`config.mk`:
```
export PLATFORM = sky130hd
export DESIGN_NAME = cam_capture_flat
export DESIGN_NICKNAME = d
export VERILOG_FILES = /design/src/rtl/cam_capture_if.sv /design/src/rtl/cam_capture.sv /design/src/flat_wrapper.sv
export SDC_FILE = /design/constraint.sdc
export NUM_CORES = 1
export LEC_CHECK = 0
export BUFFER_PORTS_ARGS = -buffer_cell sky130_fd_sc_hd__buf_2
export CAP_MARGIN = 5
export CORE_UTILIZATION = 43
export DETAILED_ROUTE_END_ITERATION = 7
export PLACE_DENSITY = 0.64
export SLEW_MARGIN = 20
export SYNTH_ARGS = -nofsm -noshare
export SYNTH_HDL_FRONTEND = slang
export SYNTH_SLANG_ARGS = --single-unit
export TNS_END_PERCENT = 5
```
`constraint.sdc`:
```
create_clock -name pclk -period 2.45 [get_ports pclk]
set_input_delay 0.49 -clock pclk [delete_from_list [all_inputs] [get_ports pclk]]
set_output_delay 0.49 -clock pclk [all_outputs]
set_load 0.005 [all_outputs]
```
`src/rtl/cam_capture_if.sv`:
```
// Sensor-side bundle for one camera capture front end.
// Carries the raw sensor stream (vsync, href, data) and everything the capture block produces:
//   vsync, href, data   : sensor framing and byte stream, synchronous to pclk
//   x, y, pixel         : decimated coordinate and assembled pixel, valid with pixel_valid
//   pixel_valid         : one-cycle pixel strobe
//   frame_start/done    : one-cycle frame boundary strobes
//   line_err/frame_err  : one-cycle malformed line / frame strobes
//   frame_count         : completed frame counter, wraps at 256
// modport master : the sensor / consumer side; modport slave : the capture block.
interface cam_capture_if #(
  parameter int unsigned BPP = 2,
  parameter int unsigned X_W = 10,
  parameter int unsigned Y_W = 9
);
  logic               vsync;
  logic               href;
  logic [7:0]         data;
  logic [X_W-1:0]     x;
  logic [Y_W-1:0]     y;
  logic [8*BPP-1:0]   pixel;
  logic               pixel_valid;
  logic               frame_start;
  logic               frame_done;
  logic               line_err;
  logic               frame_err;
  logic [7:0]         frame_count;

  modport master (
    output vsync, href, data,
    input  x, y, pixel, pixel_valid, frame_start, frame_done, line_err, frame_err, frame_count
  );

  modport slave (
    input  vsync, href, data,
    output x, y, pixel, pixel_valid, frame_start, frame_done, line_err, frame_err, frame_count
  );
endinterface

```
`src/rtl/cam_capture.sv`:
```
// Camera capture front end, pclk domain only.
// Frames the vsync/href/byte stream, assembles 1- or 2-byte pixels, tags them with a decimated
// (x, y) coordinate and flags malformed lines and frames.
//   pclk  : pixel clock
//   rst_n : asynchronous active-low reset
//   bus   : cam_capture_if slave port (sensor inputs, pixel/strobe/counter outputs)
module cam_capture #(
  parameter int unsigned H_ACTIVE  = 640,
  parameter int unsigned V_ACTIVE  = 480,
  parameter int unsigned BPP       = 2,
  parameter int unsigned DEC_SHIFT = 0,
  parameter int unsigned X_W       = $clog2(H_ACTIVE),
  parameter int unsigned Y_W       = $clog2(V_ACTIVE)
) (
  input logic          pclk,
  input logic          rst_n,
  cam_capture_if.slave bus
);

  // Raw counters carry one extra bit so that a count equal to (or above) H_ACTIVE / V_ACTIVE
  // stays distinguishable even when the active size is a power of two.
  localparam int unsigned CX_W = X_W + 1;
  localparam int unsigned CY_W = Y_W + 1;
  localparam int unsigned PW   = 8 * BPP;

  localparam logic [CX_W-1:0] H_PIX   = CX_W'(H_ACTIVE);
  localparam logic [CY_W-1:0] V_PIX   = CY_W'(V_ACTIVE);
  localparam logic [CY_W:0]   V_LINES = (CY_W + 1)'(V_ACTIVE);
  localparam logic [CX_W-1:0] X_MASK  = CX_W'((1 << DEC_SHIFT) - 1);
  localparam logic [CY_W-1:0] Y_MASK  = CY_W'((1 << DEC_SHIFT) - 1);

  typedef enum logic [1:0] {StSync, StVblank, StActive} state_e;

  // Input stage and edge-detect copies
  logic       vs_q, vs_q2, hr_q, hr_q2;
  logic [7:0] data_q;

  state_e          state_q, state_d;
  logic            phase_q, phase_d;
  logic [7:0]      hold_q, hold_d;
  logic [CX_W-1:0] cx_q, cx_d;
  logic [CY_W-1:0] cy_q, cy_d;
  logic            line_open_q, line_open_d;
  logic [X_W-1:0]  x_q, x_d;
  logic [Y_W-1:0]  y_q, y_d;
  logic [PW-1:0]   pixel_q, pixel_d;
  logic            pixel_valid_q, pixel_valid_d;
  logic            frame_start_q, frame_start_d;
  logic            frame_done_q, frame_done_d;
  logic            line_err_q, line_err_d;
  logic            frame_err_q, frame_err_d;
  logic [7:0]      count_q, count_d;

  logic            vs_rise, vs_fall, hr_rise;
  logic            byte_ok, line_close, phase_eff, px_done, keep, half_pending;
  logic [CX_W-1:0] cx_inc;
  logic [CY_W-1:0] cy_inc;
  logic [CY_W:0]   lines_seen;
  logic [PW-1:0]   pix_full;

  assign vs_rise      = vs_q & ~vs_q2;
  assign vs_fall      = ~vs_q & vs_q2;
  assign hr_rise      = hr_q & ~hr_q2;
  // href is only meaningful while vsync is low
  assign byte_ok      = hr_q & ~vs_q;
  // An open line closes on href fall, or when vsync rises underneath it
  assign line_close   = line_open_q & (~hr_q | vs_q);
  assign phase_eff    = phase_q & ~hr_rise;
  assign px_done      = byte_ok & ((BPP == 1) | phase_eff);
  assign half_pending = (BPP == 2) & phase_q;
  assign cx_inc       = (&cx_q) ? cx_q : cx_q + 1'b1;
  assign cy_inc       = (&cy_q) ? cy_q : cy_q + 1'b1;
  assign keep         = (cx_q < H_PIX) & (cy_q < V_PIX) &
                        ((cx_q & X_MASK) == '0) & ((cy_q & Y_MASK) == '0);
  assign lines_seen   = {1'b0, cy_q} + {{CY_W{1'b0}}, line_close};

  if (BPP == 2) begin : g_two_byte
    assign pix_full = {hold_q, data_q};
  end else begin : g_one_byte
    assign pix_full = data_q;
  end

  always_ff @(posedge pclk or negedge rst_n) begin
    if (!rst_n) begin
      vs_q   <= 1'b0;
      vs_q2  <= 1'b0;
      hr_q   <= 1'b0;
      hr_q2  <= 1'b0;
      data_q <= 8'h00;
    end else begin
      vs_q   <= bus.vsync;
      vs_q2  <= vs_q;
      hr_q   <= bus.href;
      hr_q2  <= hr_q;
      data_q <= bus.data;
    end
  end

  always_comb begin
    state_d       = state_q;
    phase_d       = phase_q;
    hold_d        = hold_q;
    cx_d          = cx_q;
    cy_d          = cy_q;
    line_open_d   = line_open_q;
    x_d           = x_q;
    y_d           = y_q;
    pixel_d       = pixel_q;
    count_d       = count_q;
    pixel_valid_d = 1'b0;
    frame_start_d = 1'b0;
    frame_done_d  = 1'b0;
    line_err_d    = 1'b0;
    frame_err_d   = 1'b0;

    unique case (state_q)
      StSync: begin
        if (vs_rise) state_d = StVblank;
      end
      StVblank: begin
        if (vs_fall) begin
          state_d       = StActive;
          frame_start_d = 1'b1;
          cx_d          = '0;
          cy_d          = '0;
          phase_d       = 1'b0;
          line_open_d   = 1'b0;
        end
      end
      StActive: begin
        if (byte_ok) begin
          line_open_d = 1'b1;
          phase_d     = ~phase_eff;
          if (!phase_eff) hold_d = data_q;
          if (px_done) begin
            cx_d          = cx_inc;
            pixel_valid_d = keep;
            if (keep) begin
              x_d     = X_W'(cx_q >> DEC_SHIFT);
              y_d     = Y_W'(cy_q >> DEC_SHIFT);
              pixel_d = pix_full;
            end
          end
        end
        if (line_close) begin
          line_err_d  = (cx_q != H_PIX) | half_pending;
          cx_d        = '0;
          cy_d        = cy_inc;
          phase_d     = 1'b0;
          line_open_d = 1'b0;
        end
        if (vs_rise) begin
          state_d      = StVblank;
          frame_done_d = 1'b1;
          count_d      = count_q + 8'd1;
          frame_err_d  = (lines_seen != V_LINES);
          cx_d         = '0;
          cy_d         = '0;
          phase_d      = 1'b0;
          line_open_d  = 1'b0;
        end
      end
      default: state_d = StSync;
    endcase
  end

  always_ff @(posedge pclk or negedge rst_n) begin
    if (!rst_n) begin
      state_q       <= StSync;
      phase_q       <= 1'b0;
      hold_q        <= 8'h00;
      cx_q          <= '0;
      cy_q          <= '0;
      line_open_q   <= 1'b0;
      x_q           <= '0;
      y_q           <= '0;
      pixel_q       <= '0;
      pixel_valid_q <= 1'b0;
      frame_start_q <= 1'b0;
      frame_done_q  <= 1'b0;
      line_err_q    <= 1'b0;
      frame_err_q   <= 1'b0;
      count_q       <= 8'h00;
    end else begin
      state_q       <= state_d;
      phase_q       <= phase_d;
      hold_q        <= hold_d;
      cx_q          <= cx_d;
      cy_q          <= cy_d;
      line_open_q   <= line_open_d;
      x_q           <= x_d;
      y_q           <= y_d;
      pixel_q       <= pixel_d;
      pixel_valid_q <= pixel_valid_d;
      frame_start_q <= frame_start_d;
      frame_done_q  <= frame_done_d;
      line_err_q    <= line_err_d;
      frame_err_q   <= frame_err_d;
      count_q       <= count_d;
    end
  end

  assign bus.x           = x_q;
  assign bus.y           = y_q;
  assign bus.pixel       = pixel_q;
  assign bus.pixel_valid = pixel_valid_q;
  assign bus.frame_start = frame_start_q;
  assign bus.frame_done  = frame_done_q;
  assign bus.line_err    = line_err_q;
  assign bus.frame_err   = frame_err_q;
  assign bus.frame_count = count_q;

endmodule

```
`src/flat_wrapper.sv`:
```
// flat-port wrapper written by rule: the top's interface ports become plain ports
module cam_capture_flat 
#(
  parameter int unsigned H_ACTIVE  = 640,
  parameter int unsigned V_ACTIVE  = 480,
  parameter int unsigned BPP       = 2,
  parameter int unsigned DEC_SHIFT = 0,
  parameter int unsigned X_W       = $clog2(H_ACTIVE),
  parameter int unsigned Y_W       = $clog2(V_ACTIVE)
)
  (pclk, rst_n, bus_vsync, bus_href, bus_data, bus_x, bus_y, bus_pixel, bus_pixel_valid, bus_frame_start, bus_frame_done, bus_line_err, bus_frame_err, bus_frame_count);
  cam_capture_if #(.BPP(BPP), .X_W(X_W), .Y_W(Y_W)) bus_i ();
  input logic pclk;
  input logic rst_n;
  input wire logic [$bits(bus_i.vsync)-1:0] bus_vsync;
  input wire logic [$bits(bus_i.href)-1:0] bus_href;
  input wire logic [$bits(bus_i.data)-1:0] bus_data;
  output wire logic [$bits(bus_i.x)-1:0] bus_x;
  output wire logic [$bits(bus_i.y)-1:0] bus_y;
  output wire logic [$bits(bus_i.pixel)-1:0] bus_pixel;
  output wire logic [$bits(bus_i.pixel_valid)-1:0] bus_pixel_valid;
  output wire logic [$bits(bus_i.frame_start)-1:0] bus_frame_start;
  output wire logic [$bits(bus_i.frame_done)-1:0] bus_frame_done;
  output wire logic [$bits(bus_i.line_err)-1:0] bus_line_err;
  output wire logic [$bits(bus_i.frame_err)-1:0] bus_frame_err;
  output wire logic [$bits(bus_i.frame_count)-1:0] bus_frame_count;
  assign bus_i.vsync = bus_vsync;
  assign bus_i.href = bus_href;
  assign bus_i.data = bus_data;
  assign bus_x = bus_i.x;
  assign bus_y = bus_i.y;
  assign bus_pixel = bus_i.pixel;
  assign bus_pixel_valid = bus_i.pixel_valid;
  assign bus_frame_start = bus_i.frame_start;
  assign bus_frame_done = bus_i.frame_done;
  assign bus_line_err = bus_i.line_err;
  assign bus_frame_err = bus_i.frame_err;
  assign bus_frame_count = bus_i.frame_count;
  cam_capture #(.H_ACTIVE(H_ACTIVE), .V_ACTIVE(V_ACTIVE), .BPP(BPP), .DEC_SHIFT(DEC_SHIFT), .X_W(X_W), .Y_W(Y_W)) u_core (.pclk(pclk), .rst_n(rst_n), .bus(bus_i));
endmodule
```
After elaboration in Yosys (flattened, before gate mapping)
Index checks and enable logic that the tools add are counted.
Widths: inputs -> output; s select.

cells by class
  reductions and logical operators = 12
  bitwise gates (word level) = 16
  mux-type cells = 35
  add/subtract/negate cells = 4
  shifts and indexed selects = 0
  multiply operators = 0
  divide/modulo/power cells = 0
  order comparisons = 2
  equal/unequal tests = 11

operators with widths
  operator               number
  $mux 11                6
  $mux 10                4
  $pmux 11 s2            1
  $pmux 10 s2            1
  $mux 1                 18
  $add 10x1->11          1
  $add 11x1->11 const B  1
  $lt 11x10->1 const B   1
  $ne 11x10->1 const B   1
  $ne 11x9->1 const B    1
  $reduce_and 11->1      1
  $add 10x1->10 const B  1
  $lt 10x9->1 const B    1
  $reduce_and 10->1      1
  $add 8x1->8 const B    1
  $and 1x1->1            8
  $ne 4x1->1 const B     2
  $reduce_and 4->1       2
  $not 1->1              6
  $reduce_and 3->1       2
  $reduce_and 5->1       1
  $mux 2                 2
  $ne 2x1->1 const B     2
  $ne 4x2->1 const B     1
  other kinds (11)       14

storage, ports and cells
  flip-flop bits (word level) = 93
  memories = 0
  bits in read-only memories = 0
  latch bits = 0
  RAM bits = 0
  logic and storage cells = 100

Longest topological paths before layout
  depth after elaboration = 10
  depth in mapped cells = 10
  mapped depth without buffers = 8

Worst setup path before layout
Ideal clock, no wire load.

  path type = reg2reg
  start = register u_core.state_q[0]
  end = register u_core.pixel_q[0], in the netlist u_core.bus.pixel[0]
  arrival time = 1.762 ns
  setup time = 0.125 ns
  required time = 2.325 ns
  clock period less this slack = 1.886 ns
  stages on the path, launching flop included = 8
  path slack = 0.564 ns
  cells stage by stage = dfrtp_1 -> inv_1 -> ha_1 -> and2_2 -> nand4_2 -> a21oi_4 -> buf_6 -> mux2_2

on the way
  word-level cells in the longest chain between the ends = 2

RTL lines
  element                            line                RTL
  start, declared                    cam_capture.sv:38   state_e state_q, state_d;
  start signal, assigned             cam_capture.sv:169  state_q <= StSync;
  start signal, assigned             cam_capture.sv:185  state_q <= state_d;
  $eq 2x2->1                         cam_capture.sv:116  unique case (state_q)
  $reduce_and 4->1 (no source line)  -
  end signal, assigned               cam_capture.sv:193  pixel_q <= pixel_d;
  end, declared                      cam_capture.sv:46   logic [PW-1:0] pixel_q, pixel_d;

No other way between the ends.
A chain may end at the register's enable or synchronous reset.

Worst setup path in the final report
  start = register u_core.vs_q
  end = register u_core.frame_err_q, in the netlist u_core.bus.frame_err

on the way
  word-level cells in the longest chain between the ends = 6
  elaborated cells on any way between the ends = 7
  classes of those cells = 1 x add/sub; 1 x eq/ne; 2 x mux; 3 x bitwise

RTL lines
  element                       line                RTL
  start, declared               cam_capture.sv:35   logic vs_q, vs_q2, hr_q, hr_q2;
  start signal, assigned        cam_capture.sv:91   vs_q <= bus.vsync;
  $or 1x1->1                    cam_capture.sv:67   assign line_close = line_open_q & (~hr_q | vs_q);
  $and 1x1->1                   cam_capture.sv:67
  $add 10x1->11                 cam_capture.sv:75   assign lines_seen = {1'b0, cy_q} + {{CY_W{1'b0}}, line_close};
  $ne 11x9->1                   cam_capture.sv:156  frame_err_d = (lines_seen != V_LINES);
  $mux 1 (*)                    cam_capture.sv:152  if (vs_rise) begin
  $mux 1 (*)                    cam_capture.sv:116
  named net u_core.frame_err_d  cam_capture.sv:51   logic frame_err_q, frame_err_d;
  end signal, assigned          cam_capture.sv:198  frame_err_q <= frame_err_d;
  end, declared                 cam_capture.sv:51

Mark *: on every way through the listed nets, which the timed path passes. The rest lies on a longest branch.

==> results <==
- In the final layout, the share of cells above drive strength 1 is 0.3113.
- Across every metal layer, demand over resource in global routing totals 0.1822.
- At the pin with the least slew margin, the transition time is between 0.6 and 0.7 ns.
- The part of the cycle the worst path needs is 0.8888.
- The number of antenna diodes in the final layout is 0.
- The critical path's largest stage delay is ~0.57 ns.
- The master of the slowest instance on the critical path is sky130_fd_sc_hd__dfrtp_1.
- Setup repair after global routing left no endpoint under its margin.
- The flow ran to the end, and the final reports show no timing, DRC or antenna violations.
- Compared with the post-synthesis result, the final layout area differs by 14.00%.
- The portion of synthesized area spent on multiplexers is 0.1046.
- The number of design-rule violations left by the first detailed-router iteration is 135.
- The classification of the worst-slack hold path is input pin to async pin.
- STA classifies the critical path startpoint as a flip-flop.
- The core region is 0.009729 mm2.
- The number of clock sinks is 93.
- The fraction of registers with async set/reset is 1.000.
- The number of global-route vias before repair came to a little under 3000.
- TritonCTS built the clock tree.
- The final count of hold timing violations is 0.
- Of the total power, the clock network draws 0.284.
- Walking the worst path, the cells encountered are nor2b_4 > nor2b_1 > ha_1 > nand4_1 > o21ai_0 > nand3b_1 > a211oi_1 > a21oi_1.
- The area of the die is 0.01042 mm2.
- The final-layout fill cell count is 895.
- The post-DP HPWL is 6067 um.
- The peak supply drop is between 300 and 400 uV.
- Setup slack on the critical path of the routed design comes to 0.2725 ns.
- The critical path is of the flip-flop to flip-flop type.
- Setup violations remaining at the end of the flow were counted as 0.
- The effective utilization at floorplan is 0.4426.
- For this run, the post-layout net count is 441.
- For this design the static power due to leakage is 2.455 nW.
- The number of nets still failing antenna checks after routing is 0.
- The fraction of power spent switching nets is 0.3193.
- Pin placement for this block handled 60 I/O pins.
- The critical path starts at u_core.vs_q$_DFF_PN0_.
- From bottom edge to top edge, the die measures 102.1 um.
- The register area share after synthesis is 0.5404.
- Counting flops and latches in the post-synthesis netlist gives 93.
- The power consumption is around 0.0037 W.
- At the placement stage, the worst setup path has a slack of a little over 0.3 ns.
- The congestion estimate from routability-driven global placement came to approximately 0.85.
- The total wirelength of the detailed-routed design is 8690 um.
- The routed layout has roughly 3100 vias.
- The first global-routing pass estimated 14630 um of wire.
- Hold is met by 0.07840 ns.
- Of the total power, registers draw 0.483.
- The maximum buffer depth of the clock tree is 2.
- After clock tree synthesis, the clock-pin slew on the worst setup and hold paths is approximately 0.1 ns.
- The floorplan row count is 36.
- The xor and xnor fraction of the mapped netlist area is 0.01424.
- In this run, post-CTS hold repair placed 0 buffers.
- The total standard cell area after synthesis is 0.004307 mm2.
- The setup TNS is 0 ns.
- For the worst setup path, the data required time is 2.70 ns.
- The kind of end point of the critical path is a flip-flop.
- Of the total synthesized cell area, the portion taken by AND, OR, NAND and NOR gates is 0.1368.
- The via density per instance is 5.492.
- The number of clock buffers added by TritonCTS is 9.
- Post-CTS timing repair inserted 0 buffers for setup.
- The residual DRC count is 0.
- After synthesis, the largest family of logic cells by area is simple AND/OR/NAND/NOR gates.
- The count of final max-slew check failures came to 0.
- Summing all flip-flop and latch instances after layout gives 0.002327 mm2.
- The number of flops mapped to enable cells by yosys is 0.
- The multi-input combinational cells in the finished layout cover a total of 0.001794 mm2.
- Each instance of the synthesized netlist takes up on average 12.00 um2.
- Across the routed clock network, the largest skew measured is 0.01589 ns.
- The quantity of gates resized following cts is 0.
- For this run the aggregate overflow at the end of global routing stands at 0.
- The later pin in the worst-skew pair is clocked with a latency of between 0.3 and 0.4 ns.
- The launching point of the worst reg2reg path is u_core.vs_q$_DFF_PN0_.
- The adder-cell share of the synthesized area is 0.02615.
- The number of maximum-capacitance violations is 0.
- For the finished layout, the period the worst path requires is approximately 2.2 ns.
- The initial antenna violation count came to 0.
- The maximum number of pins on one net before global-route repair is 38.
- The highest clock frequency the design can meet is 0.4592 GHz.
- The fraction of power consumed by combinational cells is 0.232.
- The final routed wire length divided by cell count is 15.60 um.
- The first-pass detailed-route iteration total is 4.
- The compound-gate portion of the synthesized area was 0.1348.
- The tree is rooted in a sky130_fd_sc_hd__clkbuf_8.
- Internal power comes to 0.002498 W.
- Along the worst path, the maximum fanout reaches 10.
- In this run the power spent charging and discharging nets is roughly 0.0012 W.
- The total number of yosys warnings is 0.
- The arrival time at the worst endpoint is around 2.4 ns.
- Counting every net in the synthesized netlist gives 380.
- The depth of the CTS H-tree is 3.
- The number of cells produced by synthesis is 359.
- The number of distinct library cell variants in the gate-level netlist after synthesis is 61.
- In the synthesized netlist the dominant register cell turns out to be sky130_fd_sc_hd__dfrtp_1.
- The number of buffers added on ports is 59.
- In this run the tightest slew margin relative to its limit is 0.5680.
- In this run the power density over the cells is 747.6 mW/mm2.
- From left edge to right edge, the die measures 102.1 um.
==> flip-flops by register name, summed over array words and instances (netlist names) <==
| register | count |
|---|---|
| u_core.bus.frame_start | 1 |
| u_core.bus.y | 9 |
| u_core.cx_q | 11 |
| u_core.hr_q | 1 |
| u_core.bus.frame_done | 1 |
| u_core.data_q | 8 |
| u_core.bus.pixel_valid | 1 |
| u_core.bus.pixel | 16 |
| u_core.cy_q | 10 |
| u_core.half_pending | 1 |
| u_core.bus.x | 10 |
| u_core.vs_q | 1 |
| u_core.bus.frame_count | 8 |
| u_core.state_q | 2 |
| u_core.hold_q | 8 |
| u_core.hr_q2 | 1 |
| u_core.line_open_q | 1 |
| u_core.bus.frame_err | 1 |
| u_core.bus.line_err | 1 |
| u_core.vs_q2 | 1 |
==> per-layer routing <==
metal	GRT usage	up-vias	wire length, um
met3	0.03488	16	320
li1	-	1446	-
met2	0.2855	63	4208
met5	0	-	0
met4	0.07253	0	159
met1	0.2502	1534	4001
==> path summary, 6_finish.rpt <==
check / cells past startpoint / slack (ns) / end
worst min-delay path: 1 / 0.08 / u_core.bus.frame_done$_DFF_PN0_
min in group pclk: 1 / 0.22 / u_core.data_q[4]$_DFF_PN0_
max in group asynchronous: 2 / 1.71 / u_core.hold_q[0]$_DFFE_PN0P_
worst max-delay path: 8 / 0.27 / u_core.bus.frame_err$_DFF_PN0_
worst max register to register: 8 / 0.27 / u_core.bus.frame_err$_DFF_PN0_
worst min register to register: 0 / 0.48 / u_core.hr_q2$_DFF_PN0_
==> critical path: cells and delay by family (launching register included) <==
family | cells | cell delay (ns)
AND/OR/NAND/NOR | 4 | 0.59
adder cells (fa/ha/maj) | 1 | 0.37
flip-flops | 1 | 0.57
AO/OA/AOI/OAI | 3 | 0.53
==> cell type report <==
| class | count | area share |
|---|---|---|
| sequential | 93 | 0.4740 |
| multi-input combinational | 235 | 0.3654 |
| timing repair buffer | 68 | 0.07696 |
| tap | 133 | 0.03389 |
| clock buffer | 9 | 0.02523 |
| clock inverter | 6 | 0.01453 |
| inverter | 13 | 0.009939 |
==> cells by family (layout without fill, tap and decap cells) <==
logic type / Yosys count / count (layout)
xor+xnor: 7 / 7
simple gates: 100 / 100
buf+inv: 31 / 96
flops: 93 / 93
compound gates: 79 / 79
mux: 40 / 40
fa+ha+maj: 9 / 9
==> metrics by stage <==
step / util / cell area, um2 / cells
2_1_floorplan: - / 4307 / 359
3_3_place_gp: 0.4846 / 4715 / 542
3_5_place_dp: 0.4846 / 4715 / 542
4_1_cts: 0.5046 / 4910 / 557
5_1_grt: 0.5046 / 4910 / 557
6_report: 0.5046 / 4910 / 557
==> cell usage in the layout, fill, tap and decap left out, drive strengths merged, types with 3 or more instances in the layout <==
| cell | n |
|---|---|
| o21ai | 13 |
| nor4 | 3 |
| nand2b | 7 |
| and3 | 14 |
| inv | 16 |
| nand3 | 12 |
| and4 | 4 |
| clkbuf | 9 |
| a31oi | 8 |
| nor2 | 14 |
| buf | 68 |
| mux2 | 40 |
| a21oi | 16 |
| nand4 | 9 |
| a211o | 3 |
| nand3b | 3 |
| nor3 | 4 |
| dfrtp | 93 |
| nor2b | 3 |
| a21o | 4 |
| ha | 9 |
| xnor2 | 5 |
| a211oi | 4 |
| nand2 | 18 |
| o22a | 7 |
| o31ai | 10 |
==> cell usage after synthesis, types with 3 or more instances <==
master	n	area, um2
sky130_fd_sc_hd__dfrtp_1	93	2327
sky130_fd_sc_hd__mux2_2	34	382.9
sky130_fd_sc_hd__nand2_1	18	67.56
sky130_fd_sc_hd__a21oi_1	15	75.07
sky130_fd_sc_hd__nor2_1	14	52.55
sky130_fd_sc_hd__and3_1	13	81.33
sky130_fd_sc_hd__inv_1	13	48.80
sky130_fd_sc_hd__nand3_1	12	60.06
sky130_fd_sc_hd__o21ai_0	12	60.06
sky130_fd_sc_hd__ha_1	9	112.6
sky130_fd_sc_hd__o31ai_1	9	67.56
sky130_fd_sc_hd__buf_6	8	90.09
sky130_fd_sc_hd__a31oi_1	7	43.79
sky130_fd_sc_hd__nand2b_1	7	43.79
sky130_fd_sc_hd__nand4_1	7	43.79
sky130_fd_sc_hd__o22a_1	7	61.31
sky130_fd_sc_hd__mux2_1	6	67.56
sky130_fd_sc_hd__xnor2_1	5	43.79
sky130_fd_sc_hd__a21o_1	4	30.03
sky130_fd_sc_hd__clkbuf_1	4	15.01
sky130_fd_sc_hd__a211o_1	3	26.28
sky130_fd_sc_hd__a211oi_1	3	22.52
sky130_fd_sc_hd__buf_2	3	15.01
sky130_fd_sc_hd__nand3b_1	3	22.52
sky130_fd_sc_hd__nor3_1	3	15.01
sky130_fd_sc_hd__nor4_1	3	18.77
==> power by group through the flow <==
stage | Clock [W] | Sequential, W | Combinational [W]
after global routing | 0.00113 | 0.00179 | 0.000948
after floorplan | 0 | 0.00180 | 0.000560
after detailed placement | 0 | 0.00181 | 0.000854
after global placement | 0 | 0.00180 | 0.000828
final | 0.00104 | 0.00177 | 0.000852
after CTS | 0.00108 | 0.00178 | 0.000858
Power figures use the tool's default switching activity.
